[config.mk]
export PLATFORM = sky130hd
export DESIGN_NAME = button_panel_interface
export DESIGN_NICKNAME = d
export VERILOG_FILES = /design/src/rtl/button_panel_interface_pkg.sv /design/src/rtl/button_panel_interface_debouncer.sv /design/src/rtl/button_panel_interface.sv
export SDC_FILE = /design/constraint.sdc
export NUM_CORES = 1
export LEC_CHECK = 0
export CAP_MARGIN = 10
export CORE_MARGIN = 5
export CORE_UTILIZATION = 40
export DETAILED_ROUTE_END_ITERATION = 10
export RECOVER_POWER = 50
export SLEW_MARGIN = 5
export SYNTH_ARGS = -nofsm -noshare
export SYNTH_HDL_FRONTEND = slang
export SYNTH_SLANG_ARGS = --single-unit
[constraint.sdc]
create_clock -name clk -period 10.65 [get_ports clk]
set_clock_uncertainty 0.1 [all_clocks]
set_input_delay 2.13 -clock clk [delete_from_list [all_inputs] [get_ports clk]]
set_output_delay 2.13 -clock clk [all_outputs]
set_load 0.01 [all_outputs]
[src/rtl/button_panel_interface_pkg.sv]
// Shared elevator panel constants and the button-index map used by button_panel_interface.
package button_panel_interface_pkg;

  localparam int FLOOR_COUNT    = 7;
  localparam int HALL_BITS      = 12;
  localparam int CAR_BITS       = 9;
  localparam int DOOR_OPEN_BIT  = 8;
  localparam int DOOR_CLOSE_BIT = 9;
  localparam logic ON  = 1'b1;
  localparam logic OFF = 1'b0;

  // Flat index: hall 0..11, car1 bits 1..9 at 12..20, car2 bits 1..9 at 21..29.
  localparam int BUTTON_COUNT = HALL_BITS + 2 * CAR_BITS;

  typedef enum logic {
    BTN_LATCHED,
    BTN_MOMENTARY
  } btnKind_t;

  function automatic btnKind_t buttonKind(input int unsigned idx);
    int unsigned carBit;
    if (idx < HALL_BITS) return BTN_LATCHED;
    carBit = ((idx - HALL_BITS) % CAR_BITS) + 1;
    if (carBit > FLOOR_COUNT && (carBit == DOOR_OPEN_BIT || carBit == DOOR_CLOSE_BIT))
      return BTN_MOMENTARY;
    return BTN_LATCHED;
  endfunction

  function automatic logic [BUTTON_COUNT-1:0] momentaryMask();
    logic [BUTTON_COUNT-1:0] mask;
    mask = '0;
    for (int unsigned i = 0; i < BUTTON_COUNT; i++)
      mask[i] = (buttonKind(i) == BTN_MOMENTARY);
    return mask;
  endfunction

endpackage

[src/rtl/button_panel_interface_debouncer.sv]
// Single-button synchroniser, tick-sampled debouncer and press-edge detector.
// Optional STUCK_BUTTON_MASK_EN adds a saturating hold counter that masks press events.
module button_debouncer
  import button_panel_interface_pkg::*;
#(
  parameter int DEBOUNCE_SAMPLES = 3
`ifdef STUCK_BUTTON_MASK_EN
  , parameter int STUCK_SAMPLES = 255
`endif
) (
  input  logic clk,
  input  logic reset,
  input  logic raw,
  input  logic tick,
  output logic level,
  output logic press
`ifdef STUCK_BUTTON_MASK_EN
  , output logic stuck
`endif
);

  logic                        syncA;
  logic                        syncB;
  logic [DEBOUNCE_SAMPLES-1:0] samples;
  logic                        levelD;

  always_ff @(posedge clk or posedge reset) begin
    if (reset) begin
      syncA   <= OFF;
      syncB   <= OFF;
      samples <= '0;
      level   <= OFF;
      levelD  <= OFF;
    end else begin
      syncA  <= raw;
      syncB  <= syncA;
      if (tick) samples <= {samples[DEBOUNCE_SAMPLES-2:0], syncB};
      if (&samples)       level <= ON;
      else if (~|samples) level <= OFF;
      levelD <= level;
    end
  end

`ifdef STUCK_BUTTON_MASK_EN
  logic [7:0] holdCnt;
  logic       mask;

  always_ff @(posedge clk or posedge reset) begin
    if (reset) begin
      holdCnt <= '0;
      mask    <= OFF;
    end else if (level == OFF) begin
      holdCnt <= '0;
      mask    <= OFF;
    end else begin
      if (tick && holdCnt != '1) holdCnt <= holdCnt + 8'd1;
      if (holdCnt >= 8'(STUCK_SAMPLES)) mask <= ON;
    end
  end

  assign press = level & ~levelD & ~mask;
  assign stuck = mask;
`else
  assign press = level & ~levelD;
`endif

endmodule

[src/rtl/button_panel_interface.sv]
// Button panel front end: debounces hall/car buttons and latches requests until served.
// Optional STUCK_BUTTON_MASK_EN adds per-button stuck masking and the stuckFault output.
module button_panel_interface
  import button_panel_interface_pkg::*;
#(
  parameter int CLK_PER_DEBOUNCE = 2000000,
  parameter int DEBOUNCE_SAMPLES = 3
`ifdef STUCK_BUTTON_MASK_EN
  , parameter int STUCK_SAMPLES = 255
`endif
) (
  input  logic                 clk,
  input  logic                 reset,
  input  logic [HALL_BITS-1:0] rawHall,
  input  logic [CAR_BITS:1]    rawCar1,
  input  logic [CAR_BITS:1]    rawCar2,
  input  logic [HALL_BITS-1:0] nextRealFloorButton,
  input  logic [CAR_BITS:1]    nextRealInternalButton1,
  input  logic [CAR_BITS:1]    nextRealInternalButton2,
  output logic [HALL_BITS-1:0] realFloorButton,
  output logic [CAR_BITS:1]    realInternalButton1,
  output logic [CAR_BITS:1]    realInternalButton2,
  output logic [HALL_BITS-1:0] hallLamp,
  output logic [CAR_BITS:1]    carLamp1,
  output logic [CAR_BITS:1]    carLamp2
`ifdef STUCK_BUTTON_MASK_EN
  , output logic               stuckFault
`endif
);

  localparam int CNT_W = (CLK_PER_DEBOUNCE > 1) ? $clog2(CLK_PER_DEBOUNCE) : 1;
  localparam logic [CNT_W-1:0] CNT_LAST = CNT_W'(CLK_PER_DEBOUNCE - 1);
  localparam logic [BUTTON_COUNT-1:0] MOMENTARY = momentaryMask();

  logic [CNT_W-1:0]        tickCnt;
  logic                    tick;
  logic [BUTTON_COUNT-1:0] rawAll;
  logic [BUTTON_COUNT-1:0] nextAll;
  logic [BUTTON_COUNT-1:0] level;
  logic [BUTTON_COUNT-1:0] press;
  logic [BUTTON_COUNT-1:0] nextPrev;
  logic [BUTTON_COUNT-1:0] ack;
  logic [BUTTON_COUNT-1:0] pending;
  logic [BUTTON_COUNT-1:0] request;
`ifdef STUCK_BUTTON_MASK_EN
  logic [BUTTON_COUNT-1:0] stuck;
`endif

  assign tick = (tickCnt == CNT_LAST);

  always_ff @(posedge clk or posedge reset) begin
    if (reset) tickCnt <= '0;
    else       tickCnt <= tick ? '0 : tickCnt + CNT_W'(1);
  end

  assign rawAll  = {rawCar2, rawCar1, rawHall};
  assign nextAll = {nextRealInternalButton2, nextRealInternalButton1, nextRealFloorButton};

  for (genvar i = 0; i < BUTTON_COUNT; i++) begin : gBtn
    button_debouncer #(
      .DEBOUNCE_SAMPLES(DEBOUNCE_SAMPLES)
`ifdef STUCK_BUTTON_MASK_EN
      , .STUCK_SAMPLES(STUCK_SAMPLES)
`endif
    ) uDeb (
      .clk   (clk),
      .reset (reset),
      .raw   (rawAll[i]),
      .tick  (tick),
      .level (level[i]),
      .press (press[i])
`ifdef STUCK_BUTTON_MASK_EN
      , .stuck (stuck[i])
`endif
    );
  end

  // Ack is registered so a served request clears two cycles after next* falls;
  // press is OR'd last so it wins over a coincident ack.
  always_ff @(posedge clk or posedge reset) begin
    if (reset) begin
      nextPrev <= '0;
      ack      <= '0;
      pending  <= '0;
    end else begin
      nextPrev <= nextAll;
      ack      <= nextPrev & ~nextAll & ~MOMENTARY;
      pending  <= ((pending & ~ack) | press) & ~MOMENTARY;
    end
  end

  assign request = (pending & ~MOMENTARY) | (level & MOMENTARY);

  assign realFloorButton     = request[HALL_BITS-1:0];
  assign realInternalButton1 = request[HALL_BITS+CAR_BITS-1:HALL_BITS];
  assign realInternalButton2 = request[BUTTON_COUNT-1:HALL_BITS+CAR_BITS];
  assign hallLamp            = realFloorButton;
  assign carLamp1            = realInternalButton1;
  assign carLamp2            = realInternalButton2;

`ifdef STUCK_BUTTON_MASK_EN
  assign stuckFault = |stuck;
`endif

endmodule

==> Yosys cells after proc, flatten, opt, wreduce, memory -nomap -nowiden <==
Index checks and enable logic that the tools add are counted.
{ "totals": {"output_inout_bits": 60, "elab_cells": 367, "inputBits": 62, "register_bits": 309} }
{ "classes": {"n_mux": 61, "reduce_logical": 60, "n_addsub": 1, "n_eq_ne": 31, "bitwise": 62} }
{ "op_table": {"columns": ["cell", "count"], "rows": [
  ["$reduce_and A3 Y1", 30],
  ["$reduce_or A3 Y1", 30],
  ["$mux W1", 60],
  ["$ne A2 B1 Y1 const B", 30],
  ["$and A28 B28 Y28", 2],
  ["$not A28 Y28", 2],
  ["$or A28 B30 Y30", 1],
  ["$and A1 B1 Y1", 28],
  ["$not A1 Y1", 28],
  ["$or A28 B28 Y28", 1],
  ["$add A21 B1 Y21 const B", 1],
  ["$eq A21 B21 Y1 const B", 1],
  ["$mux W21", 1]
]} }

==> Logic depth before layout (Yosys ltp) <==
{ "logic_depth": {"word_depth": 3, "ltp_mapped": 6, "mapped_depth_nobuf": 5} }

==> Modules after synthesis <==
Synthesis repeated with hierarchy kept, for this count alone.
{ "hier_totals": {"cells_unflattened": 800, "area_unflattened_um2": 11009.3} }
{ "modules_own_cells": {"columns": ["mod", "area_per_inst_um2", "seq_area_each_um2", "cells_each", "n_inst"], "rows": [
  ["button_debouncer", 242.7, 175.2, 17, 30],
  ["button_panel_interface", 3727.3, 2477.4, 290, 1]
]} }

==> Least setup slack after synthesis <==
No wires, ideal clock.
{ "synth_timing": {"path_type": "flip-flop to output port", "startpoint": "register pending[0]", "endpoint": "output realFloorButton[0]", "path_stages_with_launch": 2, "path_buffers": 1, "path_slack_ns": 7.868, "required_ns": 8.420, "arrival_time_ns": 0.552, "path_cell_list": "dfrtp_1 > buf_4"} }
{ "synth_between": {"elab_chain_cells": 1} }
{ "synth_lines": {"columns": ["element", "line", "rtl"], "rows": [
  ["start, declared", "button_panel_interface.sv:43", "logic [BUTTON_COUNT-1:0] pending;"],
  ["start signal, assigned", "button_panel_interface.sv:88", "pending <= ((pending & ~ack) | press) & ~MOMENTARY;"],
  ["$or A28 B30 Y30", "button_panel_interface.sv:92", "assign request = (pending & ~MOMENTARY) | (level & MOMENTARY);"],
  ["end, declared", "button_panel_interface.sv:20", "output logic [HALL_BITS-1:0] realFloorButton,"]
]} }
No other way between the ends.

==> out/qor.txt <==
DP Wirelength -> 9.51 mm
EDFF count, synth -> 0
CP Data Arrival Time -> 6.22 ns
Multi-input gate area -> 0.00226 mm²
Critical-path top delay cell -> clkbuf_1
All-Layer GR Usage -> 10.8%
H-tree levels -> 2
failing checks -> max-capacitance violations, max-slew violations
Cell Chain, Critical Path -> dlygate4sd3_1, clkinvlp_4, clkbuf_1, buf_4
leading area contributor after synthesis -> dfrtp_1
TritonCTS clock tree -> done
CP max stage delay -> 2.30 ns
Comb pwr share -> 1.9%
IO buf count -> 117
post-synthesis net count -> 804
async set-reset flop share out of synthesis -> 100%
max-cap violation count -> 3
initial antenna violation count -> 0
Vias -> 5568
Int Pwr -> 0.00187 W
Post-Route WL -> 15.6 mm
Synth Cell Area -> 0.0105 mm²
initial core utilization -> 40.5%
RD Place Congestion -> 0.740
wire length on met3 -> 799 µm
M1 wire length -> 7.23 mm
unrepaired setup endpoints after global routing -> false
crit share post-route -> 54.9%
CP endpoint kind -> asynchronous set/reset pin
CP required -> 11.02 ns
pwr/cell area -> 181 mW/mm²
warnings from Yosys -> 0
DR WL met2 -> 7.28 mm
Rel. slew slack -> -119%
Fmax -> 171 MHz
# hold bufs at CTS -> 0
Clock Tree Buf Depth -> 3
final setup fails -> 0
share of layout cells above drive strength 1 -> 16.5%
CTS root buffer -> clkbuf_16
Sw Share -> 20.2%
top routing layer in use -> met4
core area -> 0.0260 mm²
Placement Rows -> 59
antenna cells -> 0
Top delay family on crit path -> buffers and inverters
crit-path max FO -> 83
DR DRC count -> 0
Sequential Power Share -> 50.6%
Layout Nets -> 918
Startpoint Class -> input port
post-synth top area share -> 72.5%
clock power share -> 47.5%
post-CTS setup buffers -> 0
hold crit path type -> flop to flop
die area -> 0.0297 mm²
Critical Setup Path Class -> input port to asynchronous set/reset pin
Layout area overhead -> 22.9%
post-layout min period -> 5.84 ns
Die Wd -> 172 µm
Worst Hold Margin -> 0.245 ns
grt ovf -> 0
die span in y -> 172 µm
Switch Pwr -> 0.000474 W
top_reg_cell synth -> dfrtp_1
number of fill cells in the layout -> 2251
drt pass-1 iters -> 4
Leakage -> 5.83 nW
Setup TNS -> 0 ns
fin util -> 49.8%
first-pass GRT wire length -> 26.8 mm
Initial DRC Count -> 350
Seq. cell area -> 0.00763 mm²
post-placement worst setup slack -> 6.16 ns
Syn Inst Count -> 741
IO Pins -> 122
Routed Antenna Nets -> 0
CTS sink count -> 305
drt wl/cell -> 12.9 µm
number of global-route vias before repair -> 5551
critical path buffer and inverter count -> 4
largest net degree at the start of global routing -> 164
outcome -> finished with violations
Via density -> 4.59
maximum vdd drop -> 0.176 mV
Seq/Total Area, Yosys -> 72.5%
Unique masters post-synth -> 31
#FFs+latches synth -> 305
final setup margin -> 4.81 ns
Worst-path clk slew -> 0.05 ns
Num CTS Buffers -> 34
final total power -> 0.00234 W
Final Hold Vio Count -> 0
Max Transition Viols Final -> 162
post-CTS sizing -> 0
Clock Latency Late Sink -> 0.50 ns
worst-margin pin slew -> 3.28 ns
Syn Area/Cell -> 14.2 µm²
synth top area cells -> dfrtp_1 73%, mux2_2 9.5%, inv_1 3.0%
sequential cells by signal, summed over array words and instances, names as in the netlist:
signal / flops
tickCnt: 21
gBtn.uDeb.syncB: 30
gBtn.uDeb.samples: 90
gBtn.uDeb.levelD: 26
gBtn.uDeb.syncA: 30
ack: 26
pending: 26
gBtn.uDeb.level: 30
nextPrev: 26
worst paths after layout:
check	startpoint	endpoint	slack, ns	depth (start not counted)
setup reg to reg	tickCnt[11]$_DFF_PP0_	gBtn[10].uDeb.samples[1]$_DFFE_PP0N_	6.41	5
max in group clk	tickCnt[11]$_DFF_PP0_	gBtn[10].uDeb.samples[1]$_DFFE_PP0N_	6.41	5
hold reg to reg	gBtn[27].uDeb.syncA$_DFF_PP0_	gBtn[27].uDeb.syncB$_DFF_PP0_	0.25	0
hold / removal	gBtn[27].uDeb.syncA$_DFF_PP0_	gBtn[27].uDeb.syncB$_DFF_PP0_	0.25	0
setup / recovery	reset	pending[12]$_DFF_PP0_	4.81	4
min in group asynchronous	reset	gBtn[10].uDeb.syncB$_DFF_PP0_	3.30	3
stage by stage:
step / cells / area, µm²
6_report: 1214 / 12900
3_3_place_gp: 1154 / 11900
3_5_place_dp: 1154 / 11900
4_1_cts: 1214 / 13000
5_1_grt: 1214 / 12900
2_1_floorplan: 741 / 10500
power groups by stage:
stage | registers (W) | clock network, W | logic [W]
4_1_cts | 0.00119 | 0.00115 | 0.0000516
3_3_place_gp | 0.00121 | 0 | 0.0000508
6_report | 0.00119 | 0.00111 | 0.0000443
5_1_grt | 0.00119 | 0.00121 | 0.0000522
2_1_floorplan | 0.00121 | 0 | 0.0000203
3_5_place_dp | 0.00121 | 0 | 0.0000513
layout make-up:
class	count	share of cell area, %
Tap cell	335	3.24
Inverter	85	2.50
Sequential cell	305	59.0
Multi-Input combinational cell	307	17.5
Clock inverter	11	0.793
Clock buffer	49	7.63
Timing Repair Buffer	122	9.36
cells by family (layout without fill, tap and decap cells):
group                      count (synthesis)  count (layout)  synth area share, %
AOI/OAI and AO/OA                        121             121                 6.08
xor gates and xnor gates                  15              15                 1.25
adders and majority gates                  1               1                0.119
buffers and inverters                    129             267                 5.98
DFF                                      305             305                 72.5
muxes                                     92              92                 9.82
and+or+nand+nor                           78              78                 4.23
Yosys cell counts (3+ instances only):
| cell type | count |
|---|---|
| nand4_1 | 7 |
| nand3_1 | 5 |
| dfrtp_1 | 305 |
| xnor2_1 | 12 |
| nor2b_1 | 28 |
| mux2_2 | 89 |
| nor2_1 | 11 |
| o22ai_1 | 26 |
| xor2_1 | 3 |
| buf_4 | 36 |
| or3_1 | 3 |
| inv_1 | 85 |
| a21oi_1 | 32 |
| buf_2 | 8 |
| nor3_1 | 5 |
| o21ai_0 | 62 |
| nand2_1 | 8 |
routing by layer:
| layer | GRT usage (%) | up-vias |
|---|---|---|
| met5 | 0 | - |
| met2 | 16.7 | 102 |
| met1 | 15.2 | 2766 |
| li1 | - | 2676 |
| met4 | 3.69 | 0 |
| met3 | 2.70 | 24 |
placed cells by master (no fill, tap or decap), drive strengths merged, types with 5 or more instances in the layout:
cell type	n
nor2b	28
clkdlybuf4s50	60
o22ai	26
mux2	90
nand2	8
dlygate4sd3	57
dfrtp	305
inv	86
nor3	6
a21oi	32
xnor2	12
nand3	5
o21ai	62
clkinv	8
clkbuf	52
nor2	11
nand4	7
Note: power is estimated with default switching activity, not from simulation.
